===== src/rtl/sdram_arbiter.sv =====
// ----------------------------------------------------------------------------
// sdram_arbiter
//   Two-port round-robin arbiter and sequencer in front of the 8-bit SDRAM
//   controller. Port 0 is the GPMC host register path, port 1 an on-fabric
//   engine. Each port issues a held req/we/addr/wdata transaction and gets a
//   one-cycle ack when it is accepted; reads return data with a one-cycle
//   rvalid pulse on the owning port only. A stalled controller is recovered
//   by a per-state timeout that aborts back to IDLE with timeout_err.
//
// Ports
//   clk, rst_n              clock, synchronous active-low reset
//   pN_req/we/addr/wdata    port N request (held until pN_ack)
//   pN_ack                  one-cycle accept pulse
//   pN_rdata, pN_rvalid     last read data (held) and its valid pulse
//   sd_wr_addr/data/enable  controller write side
//   sd_rd_addr/enable       controller read side (address mirrors write addr)
//   sd_rd_data/ready, busy  controller responses
//   grant                   owner of the current or last transaction
//   active                  high whenever the sequencer is not IDLE
//   timeout_err             one-cycle pulse on abort
// ----------------------------------------------------------------------------

// Per-port return path: ack pulse, rvalid pulse and held read data.
module sdram_arbiter_port #(
    parameter int DATA_WIDTH = 8
) (
    input  logic                  clk,
    input  logic                  rst_n,
    input  logic                  ack_set,
    input  logic                  rd_cap,
    input  logic [DATA_WIDTH-1:0] rd_data,
    output logic                  ack,
    output logic                  rvalid,
    output logic [DATA_WIDTH-1:0] rdata
);
    always_ff @(posedge clk) begin
        if (!rst_n) begin
            ack    <= 1'b0;
            rvalid <= 1'b0;
            rdata  <= '0;
        end else begin
            ack    <= ack_set;
            rvalid <= rd_cap;
            // rdata only moves on a capture aimed at this port
            if (rd_cap)
                rdata <= rd_data;
        end
    end
endmodule

module sdram_arbiter #(
    parameter int ADDR_WIDTH = 25,
    parameter int DATA_WIDTH = 8,
    parameter int TIMEOUT    = 1024
) (
    input  logic                  clk,
    input  logic                  rst_n,
    input  logic                  p0_req,
    input  logic                  p0_we,
    input  logic [ADDR_WIDTH-1:0] p0_addr,
    input  logic [DATA_WIDTH-1:0] p0_wdata,
    output logic                  p0_ack,
    output logic [DATA_WIDTH-1:0] p0_rdata,
    output logic                  p0_rvalid,
    input  logic                  p1_req,
    input  logic                  p1_we,
    input  logic [ADDR_WIDTH-1:0] p1_addr,
    input  logic [DATA_WIDTH-1:0] p1_wdata,
    output logic                  p1_ack,
    output logic [DATA_WIDTH-1:0] p1_rdata,
    output logic                  p1_rvalid,
    output logic [ADDR_WIDTH-1:0] sd_wr_addr,
    output logic [DATA_WIDTH-1:0] sd_wr_data,
    output logic                  sd_wr_enable,
    output logic [ADDR_WIDTH-1:0] sd_rd_addr,
    output logic                  sd_rd_enable,
    input  logic [DATA_WIDTH-1:0] sd_rd_data,
    input  logic                  sd_rd_ready,
    input  logic                  sd_busy,
    output logic                  grant,
    output logic                  active,
    output logic                  timeout_err
);
    localparam int NUM_PORTS = 2;
    localparam int CNT_W     = (TIMEOUT > 2) ? $clog2(TIMEOUT) : 1;
    localparam logic [CNT_W-1:0] TMO_LAST = CNT_W'(TIMEOUT - 1);

    typedef enum logic [1:0] {
        ST_IDLE    = 2'd0,
        ST_ISSUE   = 2'd1,
        ST_WAIT_RD = 2'd2,
        ST_DRAIN   = 2'd3
    } state_t;

    // Request side gathered into per-port arrays so the winner is a mux index
    logic [NUM_PORTS-1:0]                 req;
    logic [NUM_PORTS-1:0]                 req_we;
    logic [NUM_PORTS-1:0][ADDR_WIDTH-1:0] req_addr;
    logic [NUM_PORTS-1:0][DATA_WIDTH-1:0] req_wdata;
    logic [NUM_PORTS-1:0]                 port_ack;
    logic [NUM_PORTS-1:0]                 port_rvalid;
    logic [NUM_PORTS-1:0][DATA_WIDTH-1:0] port_rdata;

    assign req       = {p1_req, p0_req};
    assign req_we    = {p1_we, p0_we};
    assign req_addr  = {p1_addr, p0_addr};
    assign req_wdata = {p1_wdata, p0_wdata};

    // Registered state
    state_t                state_q;
    logic [CNT_W-1:0]      cnt_q;
    logic                  last_grant_q;
    logic                  grant_q;
    logic                  we_q;
    logic [ADDR_WIDTH-1:0] addr_q;
    logic [DATA_WIDTH-1:0] wdata_q;
    logic                  wr_en_q;
    logic                  rd_en_q;
    logic                  active_q;
    logic                  err_q;

    // Next-state values
    state_t                state_n;
    logic [CNT_W-1:0]      cnt_n;
    logic [CNT_W-1:0]      cnt_inc;
    logic                  tmo_hit;
    logic                  win;
    logic                  last_grant_n;
    logic                  grant_n;
    logic                  we_n;
    logic [ADDR_WIDTH-1:0] addr_n;
    logic [DATA_WIDTH-1:0] wdata_n;
    logic                  wr_en_n;
    logic                  rd_en_n;
    logic                  err_n;
    logic [NUM_PORTS-1:0]  ack_set;
    logic [NUM_PORTS-1:0]  rd_cap;

    // Abort on the edge where the count would reach TIMEOUT-1, so a state is
    // never occupied for more than TIMEOUT-1 cycles.
    assign cnt_inc = cnt_q + CNT_W'(1);
    assign tmo_hit = (cnt_inc == TMO_LAST);

    always_comb begin
        state_n      = state_q;
        last_grant_n = last_grant_q;
        grant_n      = grant_q;
        we_n         = we_q;
        addr_n       = addr_q;
        wdata_n      = wdata_q;
        wr_en_n      = wr_en_q;
        rd_en_n      = rd_en_q;
        err_n        = 1'b0;
        ack_set      = '0;
        rd_cap       = '0;
        win          = 1'b0;
        cnt_n        = '0;

        unique case (state_q)
            ST_IDLE: begin
                if (!sd_busy && (req != '0)) begin
                    // Contention goes to the port that did not win last time
                    win          = (&req) ? ~last_grant_q : req[1];
                    grant_n      = win;
                    last_grant_n = win;
                    ack_set[win] = 1'b1;
                    we_n         = req_we[win];
                    addr_n       = req_addr[win];
                    wdata_n      = req_wdata[win];
                    wr_en_n      = req_we[win];
                    rd_en_n      = ~req_we[win];
                    state_n      = ST_ISSUE;
                end
            end
            ST_ISSUE: begin
                // Busy acknowledges the command; it outranks a same-cycle timeout
                if (sd_busy) begin
                    wr_en_n = 1'b0;
                    rd_en_n = 1'b0;
                    state_n = we_q ? ST_DRAIN : ST_WAIT_RD;
                end else if (tmo_hit) begin
                    wr_en_n = 1'b0;
                    rd_en_n = 1'b0;
                    err_n   = 1'b1;
                    state_n = ST_IDLE;
                end
            end
            ST_WAIT_RD: begin
                if (sd_rd_ready) begin
                    rd_cap[grant_q] = 1'b1;
                    state_n         = sd_busy ? ST_DRAIN : ST_IDLE;
                end else if (tmo_hit) begin
                    err_n   = 1'b1;
                    state_n = ST_IDLE;
                end
            end
            ST_DRAIN: begin
                if (!sd_busy) begin
                    state_n = ST_IDLE;
                end else if (tmo_hit) begin
                    err_n   = 1'b1;
                    state_n = ST_IDLE;
                end
            end
            default: begin
                wr_en_n = 1'b0;
                rd_en_n = 1'b0;
                state_n = ST_IDLE;
            end
        endcase

        // Counter restarts on every state change and idles at zero
        if (state_n == state_q && state_q != ST_IDLE)
            cnt_n = cnt_inc;
    end

    always_ff @(posedge clk) begin
        if (!rst_n) begin
            state_q      <= ST_IDLE;
            cnt_q        <= '0;
            last_grant_q <= 1'b1;
            grant_q      <= 1'b0;
            we_q         <= 1'b0;
            addr_q       <= '0;
            wdata_q      <= '0;
            wr_en_q      <= 1'b0;
            rd_en_q      <= 1'b0;
            active_q     <= 1'b0;
            err_q        <= 1'b0;
        end else begin
            state_q      <= state_n;
            cnt_q        <= cnt_n;
            last_grant_q <= last_grant_n;
            grant_q      <= grant_n;
            we_q         <= we_n;
            addr_q       <= addr_n;
            wdata_q      <= wdata_n;
            wr_en_q      <= wr_en_n;
            rd_en_q      <= rd_en_n;
            active_q     <= (state_n != ST_IDLE);
            err_q        <= err_n;
        end
    end

    genvar gi;
    generate
        for (gi = 0; gi < NUM_PORTS; gi++) begin : g_port
            sdram_arbiter_port #(
                .DATA_WIDTH(DATA_WIDTH)
            ) u_port (
                .clk    (clk),
                .rst_n  (rst_n),
                .ack_set(ack_set[gi]),
                .rd_cap (rd_cap[gi]),
                .rd_data(sd_rd_data),
                .ack    (port_ack[gi]),
                .rvalid (port_rvalid[gi]),
                .rdata  (port_rdata[gi])
            );
        end
    endgenerate

    assign p0_ack       = port_ack[0];
    assign p1_ack       = port_ack[1];
    assign p0_rvalid    = port_rvalid[0];
    assign p1_rvalid    = port_rvalid[1];
    assign p0_rdata     = port_rdata[0];
    assign p1_rdata     = port_rdata[1];
    assign sd_wr_addr   = addr_q;
    assign sd_rd_addr   = addr_q;
    assign sd_wr_data   = wdata_q;
    assign sd_wr_enable = wr_en_q;
    assign sd_rd_enable = rd_en_q;
    assign grant        = grant_q;
    assign active       = active_q;
    assign timeout_err  = err_q;

endmodule


===== config.mk =====
export PLATFORM = sky130hd
export DESIGN_NAME = sdram_arbiter
export DESIGN_NICKNAME = d
export VERILOG_FILES = /design/src/rtl/sdram_arbiter.sv
export SDC_FILE = /design/constraint.sdc
export NUM_CORES = 1
export LEC_CHECK = 0
export BUFFER_PORTS_ARGS = -buffer_cell sky130_fd_sc_hd__buf_4
export CAP_MARGIN = 20
export CORE_AREA = 2 2 93 95
export CTS_CLUSTER_SIZE = 28
export DETAILED_ROUTE_END_ITERATION = 16
export DIE_AREA = 0 0 95 97
export PLACE_DENSITY = 0.74
export SYNTH_ARGS = -nofsm -noshare
export SYNTH_HDL_FRONTEND = slang
export SYNTH_SLANG_ARGS = --single-unit

===== constraint.sdc =====
create_clock -name clk -period 1.7 [get_ports clk]
set_input_delay 0.255 -clock clk [delete_from_list [all_inputs] [get_ports clk]]
set_output_delay 0.255 -clock clk [all_outputs]
set_load 0.02 [all_outputs]

==> flow_summary.toml, run 1 <==
[sta]
fin_crit_ns = 1.72
finalCritPeriodShare_pct = 101
hold_viol = 0
max_freq_ghz = 0.582
rsz0062_at_grt = "true"
relSlewSlack_pct = 59.6
tightestPinTransition_ns = 0.599
clock-skew-final_ns = 0.00985
slew_violations = 0
setup_viol = 4
layout_setup_ws_ns = -0.0186
fin_tns_setup_ns = -0.0388

[pwr]
design_power_total_uw = 4470
ir_drop_uv = 452
p_leak_uw = 0.00211
p_per_area_nw_per_um2 = 936

[outcome]
violations = "setup timing"
status = "finished, violations left"

[placement]
post-place-ws_ns = -0.0431
place.gp.congestion = 0.882
placed_area_um2 = 4470
dp_hpwl_um = 6360
port_buffers = 164

[logic_synthesis]
ys_seq_area_share_pct = 44.2
synth_area_um2 = 3260
syn_area_per_cell_um2 = 8.85
yosysWarnings = 0
ys_ff_latch = 72
synth_edf_count = 0
synth.distinct_cells = 38
async_flop_share_pct = 0
synthesis.nets = 452
ys.flop_type = "dfxtp_1"
syn_inst = 368

[floorplanning]
rows = 33
fp.dieW_um = 95
coreArea_um2 = 8130
die_h_um = 97
start_util_pct = 40.1
die_area_um2 = 9220
pin_count = 165

[detailed_routing]
detail_route.iter0.violations = 132
via_count = 3030
drc = 0
final_antenna_net_count = 0
firstDrtPassIters = 4
routedWlPerCell_um = 13.5
drt_wl_total_um = 8330
routed_via_density = 4.90

[layout]
regArea_um2 = 1440
fin_area_um2 = 4770
mostFrequentLayoutCells = "buf_4 (176), dfxtp_1 (70), nand2_1 (47), nor2_1 (38), mux2i_1 (34)"
final_common_cell = "buf_4"
final_layout_size_suffix_gt1_share_pct = 42.1
nFillCells = 711
nNetsFinal = 592
syn_to_final_growth_pct = 46.5
multi_input_area_um2 = 1540
diodes = 0

[setup_path]
reg2regPathDepth = 7
crit_fanout = 5
start_kind = "flip-flop"
critical-path-max-stage-delay_ns = 0.34
path_class = "flip-flop to flip-flop"
cp_slowest_cell = "dfxtp_2"
cp-end-kind = "flip-flop"
r2r_slack_ns = -0.02
cp.arrival_ns = 1.99
crit_required_ns = 1.97
crit_chain = "ha_4 -> and2_4 -> a32o_1 -> a32o_2 -> a311o_1 -> buf_6 -> nor2b_2"

[worst_hold_path]
whs_path_depth = 2
hold_class = "primary input to flip-flop"

[global_route]
grt.overflow.total = 0
antenna_found_initial = 0
grt_max_degree = 42
grt_pass1_wl_um = 13100
grtUsageTotal_pct = 17.8
grt_pass1_vias = 2926

[clock_network]
cts_sinks = 72
cts_buffers = 9
cts.path.max_buffers = 2
cts_root_buf = "clkbuf_8"
cts_hold_buf = 0
insertion_delay_ns = 0.33
path_clk_slew_ns = 0.07
cts_tree = "yes"
h-tree-depth = 3

[job]
maxCapViolations = 0
state kept, by name, indices dropped and copies added, names as in the netlist, 2 cells and up:
signal,cells
cnt_q,10
g_port.u_port.ack,2
g_port.u_port.rdata,16
g_port.u_port.rvalid,2
sd_rd_addr,25
sd_wr_data,8
state_q,2
metrics by stage:
stage / cells / util [%] / hold slack [ns]
floorplan: 368 / - / 0.391
global placement: 600 / 55.0 / 0.445
detailed placement: 600 / 55.0 / 0.450
CTS: 618 / 58.5 / 0.151
global route: 618 / 58.7 / 0.163
finish: 618 / 58.7 / 0.170
per-layer routing:
layer	GRT usage, %	vias up	routed length, um
li1	-	1520	-
met1	20.3	1344	3260
met2	31.2	145	4160
met3	3.43	21	662
met4	8.70	0	251
met5	0	-	0
final cells by class:
cell class / instances / share of cell area, %
Clock buffer: 11 / 2.96
Clock inverter: 5 / 2.18
Inverter: 2 / 0.157
Multi-Input combinational cell: 242 / 32.3
Sequential cell: 72 / 30.2
Tap cell: 105 / 2.75
Timing Repair Buffer: 181 / 29.4
critical path: cells and delay by family (launching register included):
kind,cells,cell delay [ns]
compound gates,3,0.76
fa+ha+maj,1,0.16
flops,1,0.34
buf+inv,1,0.16
simple gates,2,0.23
cell families (layout without fill, tap and decap cells):
logic type | after synthesis | count (layout) | share of synthesized area, %
AOI/OAI and AO/OA | 79 | 79 | 16.1
xor gates and xnor gates | 9 | 9 | 2.42
adders and majority gates | 2 | 2 | 0.768
buffers and inverters | 54 | 199 | 9.95
DFF | 72 | 72 | 44.2
muxes | 34 | 34 | 10.4
and+or+nand+nor | 118 | 118 | 16.1
path summary, 6_finish.rpt:
check	startpoint	endpoint
setup reg to reg	cnt_q[1]$_SDFF_PN0_	cnt_q[2]$_SDFF_PN0_
setup / recovery	cnt_q[1]$_SDFF_PN0_	cnt_q[2]$_SDFF_PN0_
hold reg to reg	g_port[1].u_port.rdata[0]$_SDFFE_PN0P_	g_port[1].u_port.rdata[0]$_SDFFE_PN0P_
hold / removal	rst_n	last_grant_q$_SDFFE_PN1P_
report_power, final:
part	internal, uW	switching, uW
Combinational	478	503
Sequential	1790	82.8
Clock	1020	597
Total	3290	1180
synthesized netlist by cell type, drive strengths merged, types with 2 or more instances:
| cell | count | area (um^2) |
|---|---|---|
| a211oi | 33 | 248 |
| a21o | 3 | 22.5 |
| a21oi | 26 | 130 |
| a31oi | 2 | 12.5 |
| a32o | 2 | 21.3 |
| and2 | 3 | 18.8 |
| and3 | 2 | 12.5 |
| buf | 38 | 264 |
| clkbuf | 14 | 52.6 |
| dfxtp | 72 | 1440 |
| ha | 2 | 25.0 |
| inv | 2 | 7.51 |
| mux2i | 34 | 340 |
| nand2 | 47 | 176 |
| nand2b | 2 | 12.5 |
| nand3 | 7 | 35.0 |
| nor2 | 47 | 204 |
| nor2b | 4 | 27.5 |
| nor3 | 3 | 15.0 |
| o21a | 3 | 22.5 |
| o21ai | 5 | 25.0 |
| xnor2 | 2 | 17.5 |
| xor2 | 7 | 61.3 |
what timing repair did:
action | in CTS | in global routing
setup endpoints to repair | 10 | 19
gates resized for setup | 7 | 4
pin swaps | 1 | 5
buffers inserted | 2 | 0
Note: power is estimated with default switching activity, not from simulation.
==> run 2: changes to the inputs <==
- PLACE_DENSITY: 0.74 -> 0.76
- SYNTH_HIERARCHICAL: not set -> 1
==> run 2 against run 1 <==
  * The flow still finishes with violations (setup timing)
  * Via count is 1.2% higher
  * Wire length is 8.6% higher
  * Cell area is 4.9% higher
  * Critical endpoint is now cnt_q[6]$_SDFF_PN0_
  * Largest cell class unchanged
==> flow_summary.toml, run 2 <==
[global_route]
antenna_found_initial = 0
grtUsageTotal_pct = 19.0
grt_max_degree = 35
grt_pass1_wl_um = 14100
grt.overflow.total = 0
grt_pass1_vias = 2901

[sta]
setup_viol = 11
max_freq_ghz = 0.568
relSlewSlack_pct = 73.3
slew_violations = 0
hold_viol = 0
clock-skew-final_ns = 0.0101
finalCritPeriodShare_pct = 103
tightestPinTransition_ns = 0.391
rsz0062_at_grt = "true"
layout_setup_ws_ns = -0.0594
fin_crit_ns = 1.76

[outcome]
status = "finished, violations left"
violations = "setup timing"

[clock_network]
cts_buffers = 9
insertion_delay_ns = 0.35
path_clk_slew_ns = 0.08
cts_tree = "yes"
cts_hold_buf = 0
cts.path.max_buffers = 2
cts_root_buf = "clkbuf_8"
cts_sinks = 72
h-tree-depth = 3

[setup_path]
crit_required_ns = 1.91
r2r_slack_ns = -0.06
cp-end-kind = "flip-flop"
path_class = "flip-flop to flip-flop"
crit_fanout = 5
start_kind = "flip-flop"
path_delay_family = "compound AO/OA/AOI/OAI gates"
critical-path-max-stage-delay_ns = 0.37
crit_chain = "ha_4 -> xnor2_4 -> nor4_4 -> o211ai_1 -> a311oi_2 -> buf_4 -> nor4_1"
crit_buf_inv = 1
reg2regPathDepth = 7
cp_slowest_cell = "dfxtp_4"
r2r-end = "cnt_q[6]$_SDFF_PN0_"
cp.arrival_ns = 1.97
r2r-start = "cnt_q[0]$_SDFF_PN0_"

[layout]
largest_reg_flops = 25
diodes = 0
nNetsFinal = 589
final_common_cell = "buf_4"
fin_area_um2 = 5010
syn_to_final_growth_pct = 48.4
mostFrequentLayoutCells = "buf_4 (185), dfxtp_1 (66), mux2i_1 (50), nor2_1 (40), a211oi_1 (33)"
final_layout_size_suffix_gt1_share_pct = 46.5

[pwr]
power_frac_clock_pct = 31.6
ir_drop_uv = 530
p_per_area_nw_per_um2 = 853
seqPwrFrac_pct = 43.8
p_switching_uw = 1250
p_leak_uw = 0.00215
design_power_total_uw = 4270
p_int_uw = 3020
swShare_pct = 29.4
comb_power_share_pct = 24.6

[worst_hold_path]
hold_class = "primary input to flip-flop"
hold_start = "sd_rd_data[5]"
whs_path_depth = 3
min_to = "g_port[0].u_port/rdata[5]$_SDFFE_PN0P_"

[placement]
place.gp.congestion = 0.814
placed_area_um2 = 4660
post-place-ws_ns = -0.170
port_buffers = 164
dp_hpwl_um = 6630

[floorplanning]
coreArea_um2 = 8130
rows = 33
die_h_um = 97
die_area_um2 = 9220
pin_count = 165
start_util_pct = 41.5
fp.dieW_um = 95

[logic_synthesis]
ys_seq_area_share_pct = 42.7
syn_area_per_cell_um2 = 9.54
synthesis.nets = 438
synth.distinct_cells = 40
synth_top_area_share_pct = 42.7
post-synth-top-area-cell = "dfxtp_1"
synth_area_um2 = 3380
synth_common_cells = "dfxtp_1 (72), mux2i_1 (51), nor2_1 (41), a211oi_1 (33), buf_4 (25)"
synth_edf_count = 0
ys_ff_latch = 72
yosysWarnings = 6
ys.flop_type = "dfxtp_1"
yosysMostFrequentCell = "dfxtp_1"
yosys-top-cells-area = "dfxtp_1 (43%), mux2i_1 (15%), a211oi_1 (7.3%)"
syn_inst = 354
async_flop_share_pct = 0

[detailed_routing]
routedWlPerCell_um = 14.7
drt_wl_total_um = 9040
firstDrtPassIters = 4
routed_via_density = 4.99
via_count = 3066
detail_route.iter0.violations = 171
final_antenna_net_count = 0
drc = 0

[job]
maxCapViolations = 0
==> run 2: cell count changes after synthesis, sizes merged, moves of 4 or more <==
cell / previous run / this run
nor2: 47 / 41
nand2: 47 / 9
mux2i: 34 / 51
buf: 38 / 34
nor4: 0 / 11
nor2b: 4 / 18
a21oi: 26 / 7
==> run 2: cell families (layout without fill, tap and decap cells) <==
group / after synthesis / count (layout) / share of synthesized area (%)
compound gates: 59 / 59 / 12.9
xor+xnor: 9 / 9 / 2.33
fa+ha+maj: 2 / 2 / 0.741
buf+inv: 52 / 208 / 9.64
flops: 72 / 72 / 42.7
mux: 51 / 51 / 15.1
simple gates: 109 / 109 / 16.6
==> run 2: layout make-up <==
type / instances / area (um^2)
fillers: 682 / 3120
multi-input cells: 230 / 1760
repair buffers: 189 / 1460
flip-flops and latches: 72 / 1450
clock buffers: 11 / 141
well taps: 105 / 131
clock inverters: 5 / 56.3
inverters: 3 / 11.3
==> run 2: how the worst max path moves through the flow <==
stage / slack, ns / start / end / cells after the start
5_1_grt: -0.16 / cnt_q[0]$_SDFF_PN0_ / cnt_q[3]$_SDFF_PN0_ / 7
3_5_place_dp: -0.17 / cnt_q[2]$_SDFF_PN0_ / cnt_q[4]$_SDFF_PN0_ / 5
6_report: -0.06 / cnt_q[0]$_SDFF_PN0_ / cnt_q[6]$_SDFF_PN0_ / 7
2_1_floorplan: -0.12 / cnt_q[0]$_SDFF_PN0_ / cnt_q[1]$_SDFF_PN0_ / 6
3_3_place_gp: -0.06 / cnt_q[0]$_SDFF_PN0_ / cnt_q[9]$_SDFF_PN0_ / 6
4_1_cts: -0.02 / cnt_q[0]$_SDFF_PN0_ / cnt_q[7]$_SDFF_PN0_ / 8
==> run 2: layer usage <==
layer / global-route usage [%] / routed length, um
met5: 0 / 0
met4: 6.35 / 125
met3: 4.52 / 551
met2: 32.7 / 4610
met1: 22.9 / 3760
==> run 2: what timing repair did <==
| action | CTS | global route |
|---|---|---|
| endpoints found under the setup margin | 14 | 16 |
| gates resized for setup | 15 | 14 |
| gates cloned | 1 | 0 |
| setup buffers | 4 | 0 |
| pin swaps | 6 | 2 |
==> run 2: through the flow <==
stage               TNS [ns]  hold slack, ns  utilization [%]  std cells
global route           -1.69           0.181             61.6        615
CTS                   -0.123           0.170             60.9        615
detailed placement     -1.54           0.463             57.3        594
finish                -0.520           0.168             61.6        615
floorplan              -1.01           0.317                -        354
global placement      -0.493           0.445             57.3        594
==> run 2: worst reg2reg max path, delay by kind of cell, from the launching register on <==
| kind | cells | cell delay, ns |
|---|---|---|
| DFF | 1 | 0.37 |
| AOI/OAI and AO/OA | 2 | 0.43 |
| buffers and inverters | 1 | 0.20 |
| and+or+nand+nor | 2 | 0.31 |
| adders and majority gates | 1 | 0.18 |
| xor gates and xnor gates | 1 | 0.13 |
==> run 2: power groups by stage <==
stage	sequential, uW	combinational [uW]	clock [uW]
after floorplan	2000	500	0
after global placement	1900	1010	0
after detailed placement	1910	1020	0
after CTS	1870	1050	1370
after global routing	1880	1130	1450
final	1870	1050	1350
==> run 3: changes to the inputs <==
- GPL_TIMING_DRIVEN: not set -> 0
==> run 3 against run 2 <==
  * Hold slack better by 0.010 ns
  * Setup slack worse by 0.052 ns
  * Non-clock buffer count is 35 higher
  * Wire length is 6.6% higher
  * The flow still finishes with violations (setup timing)
  * Clock skew is 0.0019 ns higher
  * Critical path type unchanged
==> flow_summary.toml, run 3 (synthesis gave the netlist of run 2 again) <==
[detailed_routing]
via_count = 3202
drt_wl_total_um = 9640
final_antenna_net_count = 0
firstDrtPassIters = 4
routedWlPerCell_um = 14.8
routed_via_density = 4.93
drc = 0
detail_route.iter0.violations = 109

[setup_path]
path_delay_family = "simple AND/OR/NAND/NOR gates"
crit_buf_inv = 2
reg2regPathDepth = 7
critical-path-max-stage-delay_ns = 0.36
cp_slowest_cell = "dfxtp_4"
cp.arrival_ns = 2.06
crit_chain = "and3_1 -> buf_6 -> mux2i_4 -> o2111a_2 -> o211a_1 -> buf_6 -> nor4_2"
cp-end-kind = "flip-flop"
path_class = "flip-flop to flip-flop"
critical_path_depth = 7
crit_fanout = 10
start_kind = "flip-flop"
cpMostUsedCell = "buf_6"
crit_required_ns = 1.95

[sta]
fin_hold_ws_ns = 0.178
max_freq_ghz = 0.552
fin_crit_ns = 1.81
clock-skew-final_ns = 0.0120
slew_violations = 0
hold_viol = 0
setup_viol = 14
relSlewSlack_pct = 63.0
layout_setup_ws_ns = -0.112
finalCritPeriodShare_pct = 107
tightestPinTransition_ns = 0.554
rsz0062_at_grt = "true"

[outcome]
violations = "setup timing"
status = "finished, violations left"

[clock_network]
cts_sinks = 72
h-tree-depth = 3
cts.path.max_buffers = 2
path_clk_slew_ns = 0.08
cts_buffers = 9
cts_tree = "yes"
insertion_delay_ns = 0.34
cts_root_buf = "clkbuf_8"

[layout]
multi_input_area_um2 = 1770
fin_area_um2 = 5240
largest_reg_flops = 25
regArea_um2 = 1450
nNetsFinal = 624
final_util_pct = 64.4
final_layout_size_suffix_gt1_share_pct = 48.1
diodes = 0
mostFrequentLayoutCells = "buf_4 (200), dfxtp_1 (67), mux2i_1 (50), nor2_1 (40), a211oi_1 (29)"
nFillCells = 712
syn_to_final_growth_pct = 55.1
final_common_cell = "buf_4"

[floorplanning]
die_h_um = 97
coreArea_um2 = 8130
rows = 33
fp.dieW_um = 95
start_util_pct = 41.5
pin_count = 165
die_area_um2 = 9220

[global_route]
grt_max_degree = 27
grt.overflow.total = 0
grt_pass1_vias = 3118
grtUsageTotal_pct = 20.6
grt_pass1_wl_um = 15000
antenna_found_initial = 0

[pwr]
design_power_total_uw = 4280
ir_drop_uv = 367
p_per_area_nw_per_um2 = 817
p_leak_uw = 0.00230

[placement]
place.gp.congestion = 0.750
port_buffers = 164
placed_area_um2 = 4770
dp_hpwl_um = 7090

[job]
maxCapViolations = 0

[worst_hold_path]
hold_class = "primary input to flip-flop"
whs_path_depth = 3
[run 3: path summary, 6_finish.rpt]
| check | start | end | slack [ns] |
|---|---|---|---|
| worst max-delay path | cnt_q[0]$_SDFF_PN0_ | cnt_q[8]$_SDFF_PN0_ | -0.11 |
| worst min-delay path | sd_rd_data[4] | g_port[0].u_port/rdata[4]$_SDFFE_PN0P_ | 0.18 |
| worst max register to register | cnt_q[0]$_SDFF_PN0_ | cnt_q[8]$_SDFF_PN0_ | -0.11 |
| worst min register to register | cnt_q[0]$_SDFF_PN0_ | cnt_q[0]$_SDFF_PN0_ | 0.45 |
[run 3: final cells by class]
cell class,count,share of cell area [%]
multi-input combinational,230,33.8
sequential,72,27.7
timing repair buffer,176,25.5
buffer,48,6.74
clock buffer,10,2.63
tap,105,2.51
clock inverter,6,0.860
inverter,3,0.215
[run 3: where the power goes]
part | internal (uW) | switching, uW
Clock | 571 | 659
Combinational | 594 | 586
Sequential | 1790 | 81.3
[run 3: metrics by stage]
step	setup WS [ns]	cells	TNS, ns
floorplan	-0.120	354	-1.01
global placement	-0.390	623	-8.82
detailed placement	-0.424	623	-10.62
finish	-0.112	650	-1.16
global route	-0.191	650	-2.41
CTS	-0.0921	645	-0.827
[run 3: metal layers]
| metal | share of wire, % | vias up | routed length, um | track usage [%] |
|---|---|---|---|---|
| li1 | - | 1602 | - | - |
| met1 | 43 | 1497 | 4120 | 25.8 |
| met2 | 51 | 90 | 4890 | 34.6 |
| met3 | 4.7 | 13 | 452 | 3.43 |
| met4 | 1.9 | 0 | 179 | 8.70 |
| met5 | 0 | - | 0 | 0 |
[run 3: tightest hold or removal path, stage by stage]
cell and delay [ns]:
buf_4 0.08, mux2i_1 0.06, nor2b_1 0.09
[run 3: repair_timing]
item                                    4_1_cts  5_1_grt
buffers inserted                              6        6
pin swaps                                     6        3
endpoints found under the setup margin       57       59
hold buffers                                  0        0
gates resized for setup                      13       49
